$ cat config.mk
export PLATFORM = sky130hd
export DESIGN_NAME = mc_sequencer
export DESIGN_NICKNAME = d
export VERILOG_FILES = /design/src/rtl/mc_pkg.sv /design/src/rtl/mc_op_decode.sv /design/src/rtl/mc_sequencer.sv
export SDC_FILE = /design/constraint.sdc
export NUM_CORES = 1
export LEC_CHECK = 0
export CAP_MARGIN = 10
export CELL_PAD_IN_SITES_DETAIL_PLACEMENT = 1
export CELL_PAD_IN_SITES_GLOBAL_PLACEMENT = 1
export CORE_MARGIN = 2
export CORE_UTILIZATION = 38
export DETAILED_ROUTE_END_ITERATION = 12
export PLACE_DENSITY_LB_ADDON = 0.12
export SLEW_MARGIN = 10
export SYNTH_ARGS = -nofsm -noshare
export SYNTH_HDL_FRONTEND = slang
export SYNTH_HIERARCHICAL = 1
export SYNTH_SLANG_ARGS = --single-unit
$ cat constraint.sdc
create_clock -name clk -period 2 [get_ports clk]
set_clock_uncertainty 0.05 [all_clocks]
set_input_delay 0.4 -clock clk [delete_from_list [all_inputs] [get_ports clk]]
set_output_delay 0.4 -clock clk [all_outputs]
set_load 0.005 [all_outputs]
$ cat src/rtl/mc_pkg.sv
// Shared types and constants for the multi-cycle MIPS sequencer.
// Opcode values are plain ints so each user can size them to its own OP_W.
package mc_pkg;

   typedef enum logic [2:0] {
      S_IDLE,
      S_FETCH,
      S_DECODE,
      S_EXEC,
      S_WB,
      S_HALT
   } state_t;

   localparam int OP_ADD  = 0;
   localparam int OP_SUB  = 1;
   localparam int OP_HALT = 63;

   localparam logic [1:0] ALU_NOP = 2'b00;
   localparam logic [1:0] ALU_ADD = 2'b01;
   localparam logic [1:0] ALU_SUB = 2'b10;

endpackage

$ cat src/rtl/mc_op_decode.sv
// Combinational opcode decode: ALU select plus legal/halt classification.
// HALT counts as legal; only unrecognised opcodes clear legal.
module op_decode
   import mc_pkg::*;
#(
   parameter int OP_W = 6
) (
   input  logic [OP_W-1:0] opcode,
   output logic [1:0]      alu_ctrl,
   output logic            legal,
   output logic            is_halt
);

   always_comb begin
      alu_ctrl = ALU_NOP;
      legal    = 1'b0;
      is_halt  = 1'b0;
      if (opcode == OP_W'(OP_ADD)) begin
         alu_ctrl = ALU_ADD;
         legal    = 1'b1;
      end else if (opcode == OP_W'(OP_SUB)) begin
         alu_ctrl = ALU_SUB;
         legal    = 1'b1;
      end else if (opcode == OP_W'(OP_HALT)) begin
         legal   = 1'b1;
         is_halt = 1'b1;
      end
   end

endmodule

$ cat src/rtl/mc_sequencer.sv
// Multi-cycle fetch/decode/exec/writeback sequencer for the single-ALU datapath.
// Every output except ir_load is a decode of registered state and opcode.
module mc_sequencer
   import mc_pkg::*;
#(
   parameter int OP_W          = 6,
   parameter int CNT_W         = 16,
   parameter int FETCH_TIMEOUT = 15
) (
   input  logic             clk,
   input  logic             rst,
   input  logic             start,
   output logic             imem_req,
   input  logic             imem_ack,
   input  logic [OP_W-1:0]  imem_opcode,
   output logic             ir_load,
   output logic             pc_inc,
   output logic             alu_en,
   output logic [1:0]       alu_ctrl,
   output logic             regwrite,
   output logic             busy,
   output logic             illegal,
   output logic             timeout,
   output logic             halted,
   output logic [CNT_W-1:0] retired
);

   localparam int WC_W = $clog2(FETCH_TIMEOUT + 1);

   state_t          state, state_n;
   logic [OP_W-1:0] opc;
   logic [WC_W-1:0] wcnt;
   logic            to_set;
   logic [1:0]      dec_ctrl;
   logic            dec_legal, dec_halt;

   op_decode #(.OP_W(OP_W)) u_dec (
      .opcode   (opc),
      .alu_ctrl (dec_ctrl),
      .legal    (dec_legal),
      .is_halt  (dec_halt)
   );

   always_comb begin
      state_n  = state;
      to_set   = 1'b0;
      imem_req = 1'b0;
      ir_load  = 1'b0;
      pc_inc   = 1'b0;
      alu_en   = 1'b0;
      alu_ctrl = ALU_NOP;
      regwrite = 1'b0;
      busy     = 1'b0;
      illegal  = 1'b0;
      halted   = 1'b0;
      unique case (state)
         S_IDLE: if (start) state_n = S_FETCH;
         S_FETCH: begin
            busy     = 1'b1;
            imem_req = 1'b1;
            ir_load  = imem_ack;
            // an ack on the limit cycle takes priority over the fault
            if (imem_ack) state_n = S_DECODE;
            else if (wcnt == WC_W'(FETCH_TIMEOUT - 1)) begin
               to_set  = 1'b1;
               state_n = S_HALT;
            end
         end
         S_DECODE: begin
            busy = 1'b1;
            if (dec_halt) state_n = S_HALT;
            else if (dec_legal) state_n = S_EXEC;
            else begin
               illegal = 1'b1;
               pc_inc  = 1'b1;
               state_n = S_FETCH;
            end
         end
         S_EXEC: begin
            busy     = 1'b1;
            alu_en   = 1'b1;
            alu_ctrl = dec_ctrl;
            state_n  = S_WB;
         end
         S_WB: begin
            busy     = 1'b1;
            alu_ctrl = dec_ctrl;
            regwrite = 1'b1;
            pc_inc   = 1'b1;
            state_n  = S_FETCH;
         end
         S_HALT: halted = 1'b1;
         default: state_n = S_IDLE;
      endcase
   end

   always_ff @(posedge clk) begin
      if (rst) begin
         state   <= S_IDLE;
         opc     <= '0;
         wcnt    <= '0;
         retired <= '0;
         timeout <= 1'b0;
      end else begin
         state <= state_n;
         if (ir_load) opc <= imem_opcode;
         // counter only runs across consecutive no-ack FETCH cycles
         if (state == S_FETCH && !imem_ack) wcnt <= wcnt + WC_W'(1);
         else wcnt <= '0;
         if (to_set) timeout <= 1'b1;
         if (state == S_WB && retired != '1) retired <= retired + CNT_W'(1);
      end
   end

endmodule

Word-level counts from Yosys, hierarchy flattened --
Cells that the tools add are included.
Cells by class: $add $sub $neg 2, eq/ne operators 11, muxes and demuxes 27, bitwise operators 2, reductions and logical operators 9
Operator list (count):
- 3-bit case mux with 6 select lines | 1
- 1-bit 2-to-1 mux | 17
- 16-bit by 1-bit adder with 16-bit output, second input constant | 1
- 16-bit != test, second input constant | 1
- 3-bit 2-to-1 mux | 4
- 2-bit 2-to-1 mux | 4
- 3-bit by 2-bit equality test with 1-bit output, second input constant | 2
- 3-bit equality test, second input constant | 2
- 6-bit by 1-bit equality test with 1-bit output, second input constant | 1
- 6-bit equality test, second input constant | 1
- 6-bit zero test | 1
- 4-bit by 1-bit adder with 4-bit output, second input constant | 1
- 4-bit equality test, second input constant | 1
- 2-bit OR reduction | 2
- 4-bit OR reduction | 1
- 3-bit by 1-bit equality test with 1-bit output, second input constant | 1
- 3-bit zero test | 1
- 3-bit != test, second input constant | 1
- 3-bit AND reduction | 1
- 1-bit logical AND | 2
- 2-bit != test, second input constant | 1
- 1-bit NOT | 2
- 1-bit case mux with 2 select lines | 1
- 1-bit zero test | 1
Word-level totals: register bits 30, output and inout bits 27, logic and storage cells 56

Longest topological paths before layout --
Gate-level depths: netlist of run 1.
word-level depth 7, mapped depth 7

Modules after synthesis --
Netlist of run 1, hierarchy kept.
Modules (own cells, without submodules):
- mc_sequencer | times used 1, cells each 181, area an instance 1680.4 um^2, seq. area each 600.6 um^2
- op_decode | times used 1, cells each 8, area an instance 48.8 um^2, seq. area each 0.0 um^2

Least setup slack after synthesis of run 1 --
No wires, ideal clock.
path type reg2out, start point reg opc[4], end point out pc_inc, arrival 1356 ps, data required time 1550 ps, slack 194 ps, stages on the path, launching flop included 6, path buffers 0, cell sequence dfxtp_1 > or4_4 > nor2_2 > or2_1 > nor4_1 > or2_2
Between the ends: cells in the longest elaborated chain, start to end 7, elaborated cells on any way between the ends 11, those cells by class eq/ne: 2; mux: 8; reduce/logical: 1
RTL lines:
- from (decl) | line mc_sequencer.sv:31 | logic [OP_W-1:0] opc;
- from (signal assigned) | line mc_sequencer.sv:106 | if (ir_load) opc <= imem_opcode;
- 6-bit equality test | line mc_op_decode.sv:24 | end else if (opcode == OP_W'(OP_HALT)) begin
- 1-bit 2-to-1 mux | line mc_op_decode.sv:24
- 1-bit 2-to-1 mux | line mc_op_decode.sv:21 | end else if (opcode == OP_W'(OP_SUB)) begin
- 1-bit 2-to-1 mux * | line mc_op_decode.sv:18 | if (opcode == OP_W'(OP_ADD)) begin
- named net dec_legal | line mc_sequencer.sv:35 | logic dec_legal, dec_halt;
- 1-bit 2-to-1 mux * | line mc_sequencer.sv:72 | else if (dec_legal) state_n = S_EXEC;
- 1-bit 2-to-1 mux * | line mc_sequencer.sv:71 | if (dec_halt) state_n = S_HALT;
- 1-bit case mux with 2 select lines * | line mc_sequencer.sv:56 | unique case (state)
- to (decl) | line mc_sequencer.sv:17 | output logic pc_inc,
The timed path passes the listed nets; every way through them passes the cells marked *.

Final worst setup path of run 1 --
Same ends and word-level chain as after synthesis.

==> results of run 1 <==
## critical path, delay by kind of cell (launching register included)
family	cells	cell delay [ns]
buffers and inverters	1	0.11
AND/OR/NAND/NOR	5	1.08
flip-flops	1	0.32
## worst min path at each step
stage / startpoint / end
after floorplan: wcnt[0] / wcnt[0]
after global placement: timeout / timeout
after detailed placement: timeout / timeout
after CTS: timeout / timeout
after global routing: timeout / timeout
final: timeout / timeout
## cell families after synthesis
logic type	synth area share, %
and+or+nand+nor	34.4
DFF	34.7
AOI/OAI and AO/OA	10.8
muxes	10.6
buffers and inverters	5.86
xor gates and xnor gates	1.52
adders and majority gates	2.17
## through the flow
stage               setup TNS [ns]  cell area [um^2]  power, mW  utilization (%)  hold WS [ns]
global placement            -0.489              2260      0.782             51.8         0.385
floorplan                        0              1730      0.716                -         0.380
global route                -0.615              2420       1.33             55.6         0.446
finish                      -0.364              2420       1.26             55.6         0.399
detailed placement          -0.719              2260      0.790             51.8         0.395
CTS                         -0.537              2350       1.27             54.1         0.405
## synthesized netlist by cell type, types with 4 or more instances
cell / number / area share, %
sky130_fd_sc_hd__a21oi_1: 11 / 3.2
sky130_fd_sc_hd__and2_1: 4 / 1.4
sky130_fd_sc_hd__dfxtp_1: 30 / 35
sky130_fd_sc_hd__inv_1: 5 / 1.1
sky130_fd_sc_hd__mux2_2: 9 / 5.9
sky130_fd_sc_hd__mux2i_1: 7 / 4.1
sky130_fd_sc_hd__nand2_1: 10 / 2.2
sky130_fd_sc_hd__nand3_1: 7 / 2.0
sky130_fd_sc_hd__nand4_1: 7 / 2.5
sky130_fd_sc_hd__nor2_1: 27 / 5.9
sky130_fd_sc_hd__nor2b_1: 8 / 2.9
sky130_fd_sc_hd__nor3_1: 5 / 1.4
## layer usage
| metal | share of wire, % | track usage, % |
|---|---|---|
| met5 | 0 | 0 |
| met4 | 1.1 | 6.71 |
| met3 | 3.7 | 5.77 |
| met2 | 50 | 31.3 |
| met1 | 45 | 25.7 |
## final cells by class
class	count	area share (%)
multi-input cells	145	44.7
inverters	6	1.14
repair buffers	60	23.4
well taps	52	2.69
clock buffers	7	3.15
flip-flops and latches	30	25.0
## sequential cells by signal (all words and copies together) (netlist names)
signal	flops
timeout	1
retired	16
state	3
wcnt	4
opc	6
## power by group
part           internal, mW  leakage [nW]  switching [mW]
Sequential            0.609         0.244         0.00834
Combinational         0.108         0.709          0.0799
Clock                 0.239        0.0383           0.215
## what timing repair did
item	in CTS	in global routing
hold buffers	0	0
buffers inserted	1	3
endpoints found under the setup margin	9	7
pin swaps	5	5
gates resized for setup	25	14
==> results by stage, run 1 <==
Drt:
- In the routed design, unresolved DRC markers number 0.
- The routed layout has 1595 vias.
- The first detailed-routing pass ran for 4 iterations.
- The final layout contains routed wiring with a total length of 4630 um.
- In this run the remaining antenna-violating nets after routing total 0.
- The violation count after the first detailed-route iteration is 47.
- The post-detailed-route wirelength per cell is 15.4 um.
- After detailed routing, the number of vias per cell comes to 5.32.

Synthesis:
- The register bit total from synthesis is 30.
- Synthesis produced a netlist with a net count of 202.
- The synthesis warning total is 6.
- The average size of a mapped cell is 9.15 um^2.
- The netlist area before placement is about 1700 um^2.
- The synthesized instance count is 189.
- After synthesis, flip-flops and latches occupy 34.7% of the total area.
- After synthesis, the netlist uses 49 different library cells.
- The most used flip-flop cell after synthesis is sky130_fd_sc_hd__dfxtp_1.
- In this run, synthesis inferred 0 flip-flops with an integrated enable.
- The fraction of synthesis flops using an asynchronous set or reset pin is 0%.

Finish:
- The fill cell instance count of the final layout is roughly 500.
- The area of the multi-input gates is between 1000 and 1500 um^2.
- The top cell types in the final layout, fill and taps aside, are sky130_fd_sc_hd__clkdlybuf4s50_1, sky130_fd_sc_hd__dfxtp_1, sky130_fd_sc_hd__nor2_1.
- From synthesis to final layout, the design area changed by 40.0%.
- The net count of the finished layout is roughly 260.
- The number of antenna repair diodes is 0.
- The post-route netlist has 30.2% of its cells at a drive strength greater than 1.
- Across the whole layout, storage elements account for 604 um^2.
- Once layout is complete, the cells apart from fillers number 300.

STA:
- The worst path setup slack after routing is -0.236 ns.
- Headroom to the max-slew limit came out at ~75%.
- The final count of hold timing violations came to 0.
- The final period utilization is 112%.
- The slew at the pin closest to its max-slew limit is 0.370 ns.
- The post-layout minimum cycle time is 2.24 ns.
- Setup violations remaining at the end of the flow were counted as 4.
- The achievable clock frequency is 447 MHz.
- The max-slew violation count is 0.
- Setup repair after global routing could not meet its margin everywhere.

Power and ir drop:
- VDD sags by at most between 0.2 and 0.3 mV.
- The power density normalized to cell area is 520 nW/um^2.
- The reported leakage power is 0.991 nW.

Floorplanning:
- The area of the placeable core is 4350 um^2.
- The initialized floorplan defines 24 standard-cell rows.
- The die is 71.5 um tall.
- For this design the top-level I/O count stands at 37.
- The initial cell density of the core is 39.7%.
- From left edge to right edge, the die measures 71.5 um.
- The die covers 5110 um^2.

CTS:
- The CTS tree is yes.
- After clock tree synthesis, the clock-pin slew on the worst setup and hold paths is about 0.060 ns.
- CTS saw 30 sinks.
- At the later pin of the worst-skew pair, clock insertion delay measures about 0.28 ns.
- The number of buffers between clock root and the deepest sink is 2.
- The root buffer cell chosen for the clock tree is sky130_fd_sc_hd__clkbuf_8.
- In this run, CTS created clock tree buffers numbering 5.
- The number of H-tree branching levels is 2.

Worst setup path:
- By instance count, the cell type seen most on the critical path is sky130_fd_sc_hd__or2_4.
- The critical path goes through or4_4, nor2_4, or2_4, nor4_4, or2_4, buf_6.
- The kind of critical path is flip-flop to output pin.
- For this run, the slowest stage of the critical path takes 0.56 ns.
- In this run the worst setup path terminates at pc_inc.
- The endpoint class of the critical path is an output pin.
- The required time at the worst-slack endpoint is approximately 1.6 ns.
- The worst-path maximum fanout is 2.
- STA puts the critical path data arrival time at 1.79 ns.
- Tracing the worst setup path back leads to its startpoint at opc[4].
- Measured in cells, the most critical reg-to-reg path has a length of 7.
- In this run the register-to-register setup slack is 0.10 ns.
- On the critical path, the stage with the largest delay is an instance of sky130_fd_sc_hd__or4_4.
- The worst register-to-register path begins at state[1].
- The type of element launching the critical path is a flip-flop.
- The worst register-to-register path ends at retired[9].

GRT:
- The global-route wire length before repair is 7860 um.
- Entering global routing, the biggest net connects 39 pins.
- The global-route usage over all layers is 19.7%.
- The number of global-route vias before repair was 1637.
- For this run the aggregate overflow at the end of global routing stands at 0.
- The initial antenna violation count is 0.

Placement:
- The total of buffers placed on input and output ports is 36.
- The post-placement setup slack is -0.301 ns.
- Detailed placement finished with a half-perimeter wire length of 3300 um.
- At the end of routability-driven placement, the weighted congestion stood at 0.759.
- In this run, placement finished with an instance count of ~290.

Run status:
- The flow ran to the end, but the final reports show violations.
- The checks that failed: setup timing.

Job:
- The number of max-cap violations is 0.

Hold path:
- The worst hold path class is flip-flop to flip-flop.
- The worst hold path cell count is 2.
Power figures use the tool's default switching activity.
==> run 2, diff against run 1 <==
REMOVE_ABC_BUFFERS = 1   (was not set)
==> run 2 against run 1 <==
  * Critical path type unchanged
  * Core utilization rose by 0.11 points
  * Die area did not move
  * First-iteration DRC count rose by 74%
  * Wire length rose by 4.6%
  * Sequential share of layout area rose by 0.052 points
  * The flow still finishes with violations (setup timing)
  * Global-route usage rose by 0.88 points
  * Total power fell by 1.1%
  * Clock-buffer cell count did not move
  * Non-clock buffer count rose by 5
  * Sequential power barely moved
==> results by stage, run 2 (synthesis results as in run 1) <==
STA:
- The worst hold slack after final layout came to 0.414 ns (+0.0145 ns).
- The achievable clock frequency is 454 MHz (+1.6%).
- The slew at the pin closest to its max-slew limit is 0.462 ns (+0.0922 ns).
- The final period utilization is 110% (-1.8 points).
- The post-layout minimum cycle time is 2.20 ns (-0.0351 ns).
- The worst path setup slack after routing is -0.200 ns (+0.0351 ns).
- Setup repair after global routing could not meet its margin everywhere.
- The final setup violation count came to 5 (+1).
- The max-slew violation count is 0 (unchanged).
- The final count of hold timing violations is 0 (unchanged).
- The worst-case headroom to the max-slew limit came to 68.4% (-6.3 points).

Power and ir drop:
- The internal power summed over all cells came to 0.945 mW (-1.0%).
- The reported leakage power is 0.970 nW (-2.1%).
- The logic gate share of total power is 14.1% (-0.8 points).
- The net switching power came to 0.299 mW (-1.5%).
- The clock share of power is 36.4% (+0.3 points).
- The switching share of total power is 24.0% (-0.077 points).
- The power density normalized to cell area is 513 nW/um^2 (-1.3%).
- The sequential cell fraction of total power is 49.6% (+0.6 points).
- The worst IR drop on VDD is 0.360 mV (+21%).

GRT:
- The overflow left after global routing is 0 (unchanged).
- The global-route wire length before repair is 8240 um (+4.8%).
- The number of global-route vias before repair is 1757 (+7.3%).
- The largest net degree at the start of global routing is 39 (unchanged).
- The global-route usage over all layers is 20.6% (+0.88 points).
- The initial antenna violation count is 0 (unchanged).

CTS:
- The number of hold-repair buffers added at the cts stage is 0 (unchanged).
- TritonCTS built the clock tree.
- The number of H-tree branching levels is 2 (unchanged).
- The clock sink count was 30 (unchanged).
- The number of buffers between clock root and the deepest sink was 2 (unchanged).
- The later-pin clock latency in the skew report is 0.28 ns (about the same).
- The number of buffers added by the clock tree synthesis step is 5 (unchanged).
- CTS placed an instance of sky130_fd_sc_hd__clkbuf_8 at the clock tree root.
- The register clock-pin slew on the reported worst setup and hold paths is 0.06 ns (about the same).

Finish:
- The area added between synthesis and finish is 40.3%.
- Leaving out fill and tap cells, the most frequent cell in the layout is sky130_fd_sc_hd__clkdlybuf4s50_1.
- The net count of the finished layout was 266 (+1.9%).
- More flip-flops sit in one register than any other, and that register is retired.
- The fraction of layout cells with a size suffix above 1 is 31.2% (+0.98 points).
- The largest registers in the layout are retired (16), opc (6), wcnt (4).
- The flip-flop count of the largest register, all copies and words added came to 16 (unchanged).
- The library cells used most frequently in the layout, excluding fill and tap cells, are sky130_fd_sc_hd__clkdlybuf4s50_1, sky130_fd_sc_hd__nor2_1, sky130_fd_sc_hd__dfxtp_1, sky130_fd_sc_hd__buf_4, sky130_fd_sc_hd__a21oi_1.
- The final core utilization came to 55.7% (+0.11 points).
- The number of antenna repair diodes is 0 (unchanged).

Worst setup path:
- The critical path data arrival time is 1.75 ns (-0.04 ns).
- The required time at the worst-slack endpoint is 1.55 ns (about the same).
- The endpoint class of the critical path is an output pin.
- Traced cell by cell, the critical path runs through or4_4, nor2_4, or2_4, nor4_4, or2_4, buf_6.
- On the critical path, the stage with the largest delay is an instance of sky130_fd_sc_hd__or4_4.
- The delay of the slowest cell on the worst path is 0.55 ns (about the same).
- The kind of critical path is flip-flop to output pin.
- The number of buffers and inverters on the critical path came to 1 (unchanged).
- The type of element launching the critical path is a flip-flop.
- The worst-path maximum fanout is 2 (unchanged).
- In this design, the largest share of critical-path delay is due to simple AND/OR/NAND/NOR gates.
- The library cell appearing most often on the critical path is sky130_fd_sc_hd__or2_4.

Floorplanning:
- The vertical extent of the die was 71.5 um (unchanged).
- The initial cell density of the core is 39.7% (unchanged).
- The row count was 24 (unchanged).
- The horizontal die dimension is 71.5 um (unchanged).
- The number of placed I/O pins was 37 (unchanged).
- The area of the placeable core is 4350 um^2 (unchanged).
- The total die area came to 5110 um^2 (unchanged).

Run status:
- The run finished, with violations left.
- The checks that failed: setup timing.

Drt:
- The detail-routed via count per cell is 5.41 (+1.8%).
- The violation count after the first detailed-route iteration is 82 (+74%).
- The count of antenna-violating nets left after detailed routing is 0 (unchanged).
- The routed wire length is 4840 um (+4.6%).
- The detailed-router iteration count before antenna repair is 4 (unchanged).
- The count of unresolved DRC violations after routing is 0 (unchanged).
- The post-detailed-route wirelength per cell is 15.9 um (+2.8%).
- The total via count in the routed design was 1651 (+3.5%).

Job:
- The number of max-cap violations came to 0 (unchanged).

Placement:
- The half-perimeter wire length after detailed placement is 3750 um (+14%).
- The final estimated routing congestion in global placement came to 0.821 (+8.1%).
- The total of buffers placed on input and output ports is 36 (unchanged).

Hold path:
- The worst hold path class is flip-flop to flip-flop.
-- run 2: cell type report --
type | count | area (um^2)
fillers | 516 | 1930
multi-input cells | 145 | 1060
flip-flops and latches | 30 | 607
repair buffers | 65 | 588
clock buffers | 7 | 76.3
well taps | 52 | 65.1
inverters | 6 | 27.5
-- run 2: timing repair --
action,CTS,global route
setup buffers,1,1
gates cloned,0,0
gates resized for setup,26,8
endpoints found under the setup margin,9,5
pin swaps,5,3
-- run 2: power groups by stage --
stage          Sequential (mW)  Combinational (mW)  Clock (mW)
6_report                 0.617               0.175       0.452
5_1_grt                  0.617               0.193       0.501
4_1_cts                  0.616               0.168       0.466
3_5_place_dp             0.629               0.163           0
3_3_place_gp             0.629               0.156           0
2_1_floorplan            0.633              0.0678           0
-- run 2: stage by stage --
step | instance area [um^2] | cells | TNS (ns) | setup WS, ns | total power [mW]
2_1_floorplan | 1660 | 181 | 0 | 0.101 | 0.700
3_3_place_gp | 2300 | 296 | -0.602 | -0.274 | 0.784
3_5_place_dp | 2300 | 296 | -0.715 | -0.291 | 0.792
4_1_cts | 2400 | 304 | -0.611 | -0.231 | 1.25
5_1_grt | 2430 | 305 | -0.823 | -0.256 | 1.31
6_report | 2430 | 305 | -0.492 | -0.200 | 1.24
-- run 2: worst reg2reg max path: stages (launching register included) --
cell and delay (ns):
sky130_fd_sc_hd__dfxtp_4 0.36, sky130_fd_sc_hd__buf_4 0.14, sky130_fd_sc_hd__nor2_4 0.11, sky130_fd_sc_hd__nand2_4 0.08, sky130_fd_sc_hd__clkinv_4 0.06, sky130_fd_sc_hd__nand4_4 0.17
sky130_fd_sc_hd__a2111oi_2 0.41, sky130_fd_sc_hd__mux2_2 0.37
-- run 2: metal layers --
layer | global-route usage, % | vias up | share of wire (%)
met4 | 7.13 | 0 | 1.4
li1 | - | 802 | -
met1 | 26.2 | 810 | 44
met5 | 0 | - | 0
met2 | 33.6 | 33 | 51
met3 | 5.63 | 6 | 3.6
-- run 2: final timing paths --
| path | from | to | slack, ns | cells after the start |
|---|---|---|---|---|
| worst min register to register | timeout | timeout | 0.41 | 2 |
| worst max register to register | state[1] | retired[9] | 0.13 | 7 |
| worst max-delay path | opc[4] | pc_inc | -0.20 | 6 |
| worst min-delay path | timeout | timeout | 0.41 | 2 |
==> run 3, diff against run 2 <==
CORE_ASPECT_RATIO = 0.8   (was not set)
CORE_MARGIN = 3   (was 2)
==> run 3 against run 2 <==
  * Clock power decreased by 1%
  * The flow still finishes with violations (setup timing)
  * Global-route usage is 0.81 points lower
  * Critical endpoint unchanged
  * Cell area rose by 0.41%
  * Cell count up 0.33%
  * Clock-buffer cell count stayed put
  * Critical path depth did not move
  * Sequential power about the same
==> results by stage, run 3 (synthesis results as in run 1) <==
Run status:
- The run finished, with violations left.
- The final reports fail on setup timing.

Worst setup path:
- Counting stages on the worst path, the most repeated cell is sky130_fd_sc_hd__or2_4.
- The critical path data arrival time came to 1.74 ns (about the same).
- The delay of the slowest cell on the worst path was 0.55 ns (about the same).
- The register-to-register setup slack was 0.10 ns (-0.03 ns).
- Tracing the worst setup path back leads to its startpoint at opc[4].
- The end of the worst register-to-register path is retired[14].
- The logic depth of the worst register-to-register path is 8 (+1).
- The cell class contributing the biggest share of worst-path delay is simple AND/OR/NAND/NOR gates.
- In this run the critical register-to-register path is launched from state[1].
- The worst-path maximum fanout is 2 (unchanged).
- STA classifies the critical path endpoint as an output pin.
- The slowest cell on the critical path is sky130_fd_sc_hd__or4_4.
- The kind of critical path is flip-flop to output pin.
- The required time at the worst-slack endpoint was 1.55 ns (about the same).
- The worst setup path is launched from a flip-flop.
- The critical path goes through or4_4, nor2_4, or2_4, nor4_4, or2_4, buf_6.
- The number of buffers and inverters on the critical path is 1 (unchanged).

Finish:
- The net count of the finished layout was 262 (-1.5%).
- In the final layout, the registers with the most flip-flops are retired (16), opc (6), wcnt (4).
- The top cell types in the final layout, fill and taps aside, are sky130_fd_sc_hd__dfxtp_1, sky130_fd_sc_hd__nor2_1, sky130_fd_sc_hd__clkdlybuf4s50_1.
- The flip-flop count of the largest register, all copies and words added was 16 (unchanged).
- The fill cell instance count of the final layout is 495 (-4.1%).
- The total area of sequential cells came to 603 um^2 (-0.62%).
- The area of the multi-input gates is 1100 um^2 (+3.3%).
- The final core utilization is 56.9% (+1.2 points).
- The post-route cell area came to 2440 um^2 (+0.41%).
- The register with the highest flop count is retired.
- The commonest non-fill, non-tap cell in the layout is sky130_fd_sc_hd__dfxtp_1.
- The area added between synthesis and finish is 40.9%.
- The number of antenna repair diodes was 0 (unchanged).
- The fraction of layout cells with a size suffix above 1 was 29.3% (-1.9 points).
- The number of standard cells in the layout, taps in and fillers out is 306 (+0.33%).

Floorplanning:
- The area of the placeable core is 4280 um^2 (-1.6%).
- The number of placed I/O pins is 37 (unchanged).
- The initial cell density of the core is 40.4% (+0.66 points).
- The horizontal die dimension is 81.4 um (+14%).
- The vertical extent of the die is 66.3 um (-7.2%).
- The row count is 21 (-13%).
- The total die area is 5400 um^2 (+5.8%).

Power and ir drop:
- The power density normalized to cell area is 508 nW/um^2 (-0.94%).
- The internal power summed over all cells is 0.943 mW (-0.23%).
- The sequential cell fraction of total power is 49.8% (+0.2 points).
- The net switching power is 0.294 mW (-1.5%).
- The clock share of power is 36.1% (-0.3 points).
- The total power draw is 1.24 mW (-0.53%).
- The worst IR drop on VDD is 0.488 mV (+35%).
- The reported leakage power is 0.955 nW (-1.5%).
- The logic gate share of total power came to 14.1% (about the same).
- The switching share of total power is 23.8% (-0.23 points).

STA:
- The post-layout minimum cycle time is 2.19 ns (-0.0121 ns).
- The final count of hold timing violations is 0 (unchanged).
- The slew at the pin closest to its max-slew limit is 0.432 ns (-0.0306 ns).
- The worst path setup slack after routing is -0.188 ns (+0.0121 ns).
- The final period utilization is 109% (-0.60 points).
- The final setup violation count is 4 (-1).
- The total negative setup slack came to -0.373 ns (+0.119 ns).
- Setup repair after global routing could not meet its margin everywhere.
- The max-slew violation count was 0 (unchanged).
- The achievable clock frequency is 457 MHz (+0.55%).
- The worst-case headroom to the max-slew limit is 70.5% (+2.1 points).

Drt:
- The detailed-router iteration count before antenna repair is 4 (unchanged).
- The routed wire length came to 4890 um (+0.93%).
- The post-detailed-route wirelength per cell came to 16.0 um (+0.60%).
- The detail-routed via count per cell is 5.21 (-3.7%).
- The count of antenna-violating nets left after detailed routing was 0 (unchanged).
- The violation count after the first detailed-route iteration is 69 (-16%).
- The count of unresolved DRC violations after routing was 0 (unchanged).
- The total via count in the routed design was 1595 (-3.4%).

Placement:
- The half-perimeter wire length after detailed placement was 3460 um (-7.8%).
- The total of buffers placed on input and output ports is 36 (unchanged).
- The total placed instance area is 2250 um^2 (-2.0%).
- The number of placed cells counting well taps was 294 (-0.68%).
- The final estimated routing congestion in global placement came to 0.829 (+1.1%).

CTS:
- The CTS tree is yes.
- The register clock-pin slew on the reported worst setup and hold paths was 0.06 ns (about the same).
- The number of buffers added by the clock tree synthesis step is 5 (unchanged).
- The number of buffers between clock root and the deepest sink was 2 (unchanged).
- The number of H-tree branching levels came to 2 (unchanged).
- The tree is rooted in a sky130_fd_sc_hd__clkbuf_8.
- The number of hold-repair buffers added at the cts stage is 0 (unchanged).
- The later-pin clock latency in the skew report is 0.27 ns (about the same).
- The clock sink count came to 30 (unchanged).

GRT:
- The global-route wire length before repair is 8140 um (-1.3%).
- The global-route usage over all layers came to 19.8% (-0.81 points).
- The number of global-route vias before repair was 1683 (-4.2%).
- The initial antenna violation count is 0 (unchanged).
- The largest net degree at the start of global routing was 39 (unchanged).
- The overflow left after global routing is 0 (unchanged).

Hold path:
- For hold timing, the worst endpoint is timeout.
- The beginning of the worst hold path is timeout.
- The worst hold path class is flip-flop to flip-flop.
- The worst hold path cell count is 2 (unchanged).

Job:
- The number of max-cap violations is 0 (unchanged).
-- run 3: changes by cell type in the layout (fill, tap and decap cells not counted), sizes merged --
| cell | before | now |
|---|---|---|
| buf | 32 | 27 |
| clkdlybuf4s50 | 28 | 27 |
| dlygate4sd2 | 4 | 5 |
| clkbuf | 7 | 8 |
-- run 3: worst min-delay path: cells and delay by family (launching register included) --
kind | cells | cell delay (ns)
DFF | 1 | 0.31
AOI/OAI and AO/OA | 1 | 0.06
buffers and inverters | 1 | 0.05
-- run 3: area by class of cell --
cell class                      count  area share (%)
Multi-Input combinational cell    145            45.0
Sequential cell                    30            24.8
Timing Repair Buffer               61            23.0
Clock buffer                        7            3.13
Tap cell                           57            2.93
Inverter                            6            1.13
-- run 3: metal layers --
metal / track usage (%) / part of all wire, % / wire length (um)
met1: 25.4 / 48 / 2330
met2: 32.8 / 49 / 2370
met3: 4.22 / 2.8 / 137
met4: 6.12 / 1.0 / 49
met5: 0 / 0 / 0
-- run 3: power by group through the flow --
stage / sequential (mW) / combinational [mW] / clock, mW
2_1_floorplan: 0.633 / 0.0678 / 0
5_1_grt: 0.617 / 0.190 / 0.490
3_3_place_gp: 0.626 / 0.149 / 0
6_report: 0.616 / 0.175 / 0.447
3_5_place_dp: 0.627 / 0.155 / 0
4_1_cts: 0.615 / 0.167 / 0.465
-- run 3: how the worst max path moves through the flow --
stage,endpoint,slack [ns],depth (start not counted)
5_1_grt,pc_inc,-0.25,6
3_5_place_dp,pc_inc,-0.28,6
3_3_place_gp,pc_inc,-0.25,6
6_report,pc_inc,-0.19,6
4_1_cts,pc_inc,-0.23,6
2_1_floorplan,retired[0],0.10,5
-- run 3: metrics by stage --
step | setup WS [ns] | hold WS [ns]
3_3_place_gp | -0.251 | 0.385
6_report | -0.188 | 0.424
2_1_floorplan | 0.101 | 0.380
3_5_place_dp | -0.275 | 0.414
4_1_cts | -0.232 | 0.430
5_1_grt | -0.251 | 0.458
-- run 3: what timing repair did --
action	CTS	global route
endpoints found under the setup margin	9	8
buffers inserted	3	2
pin swaps	6	5
resized for setup	26	10
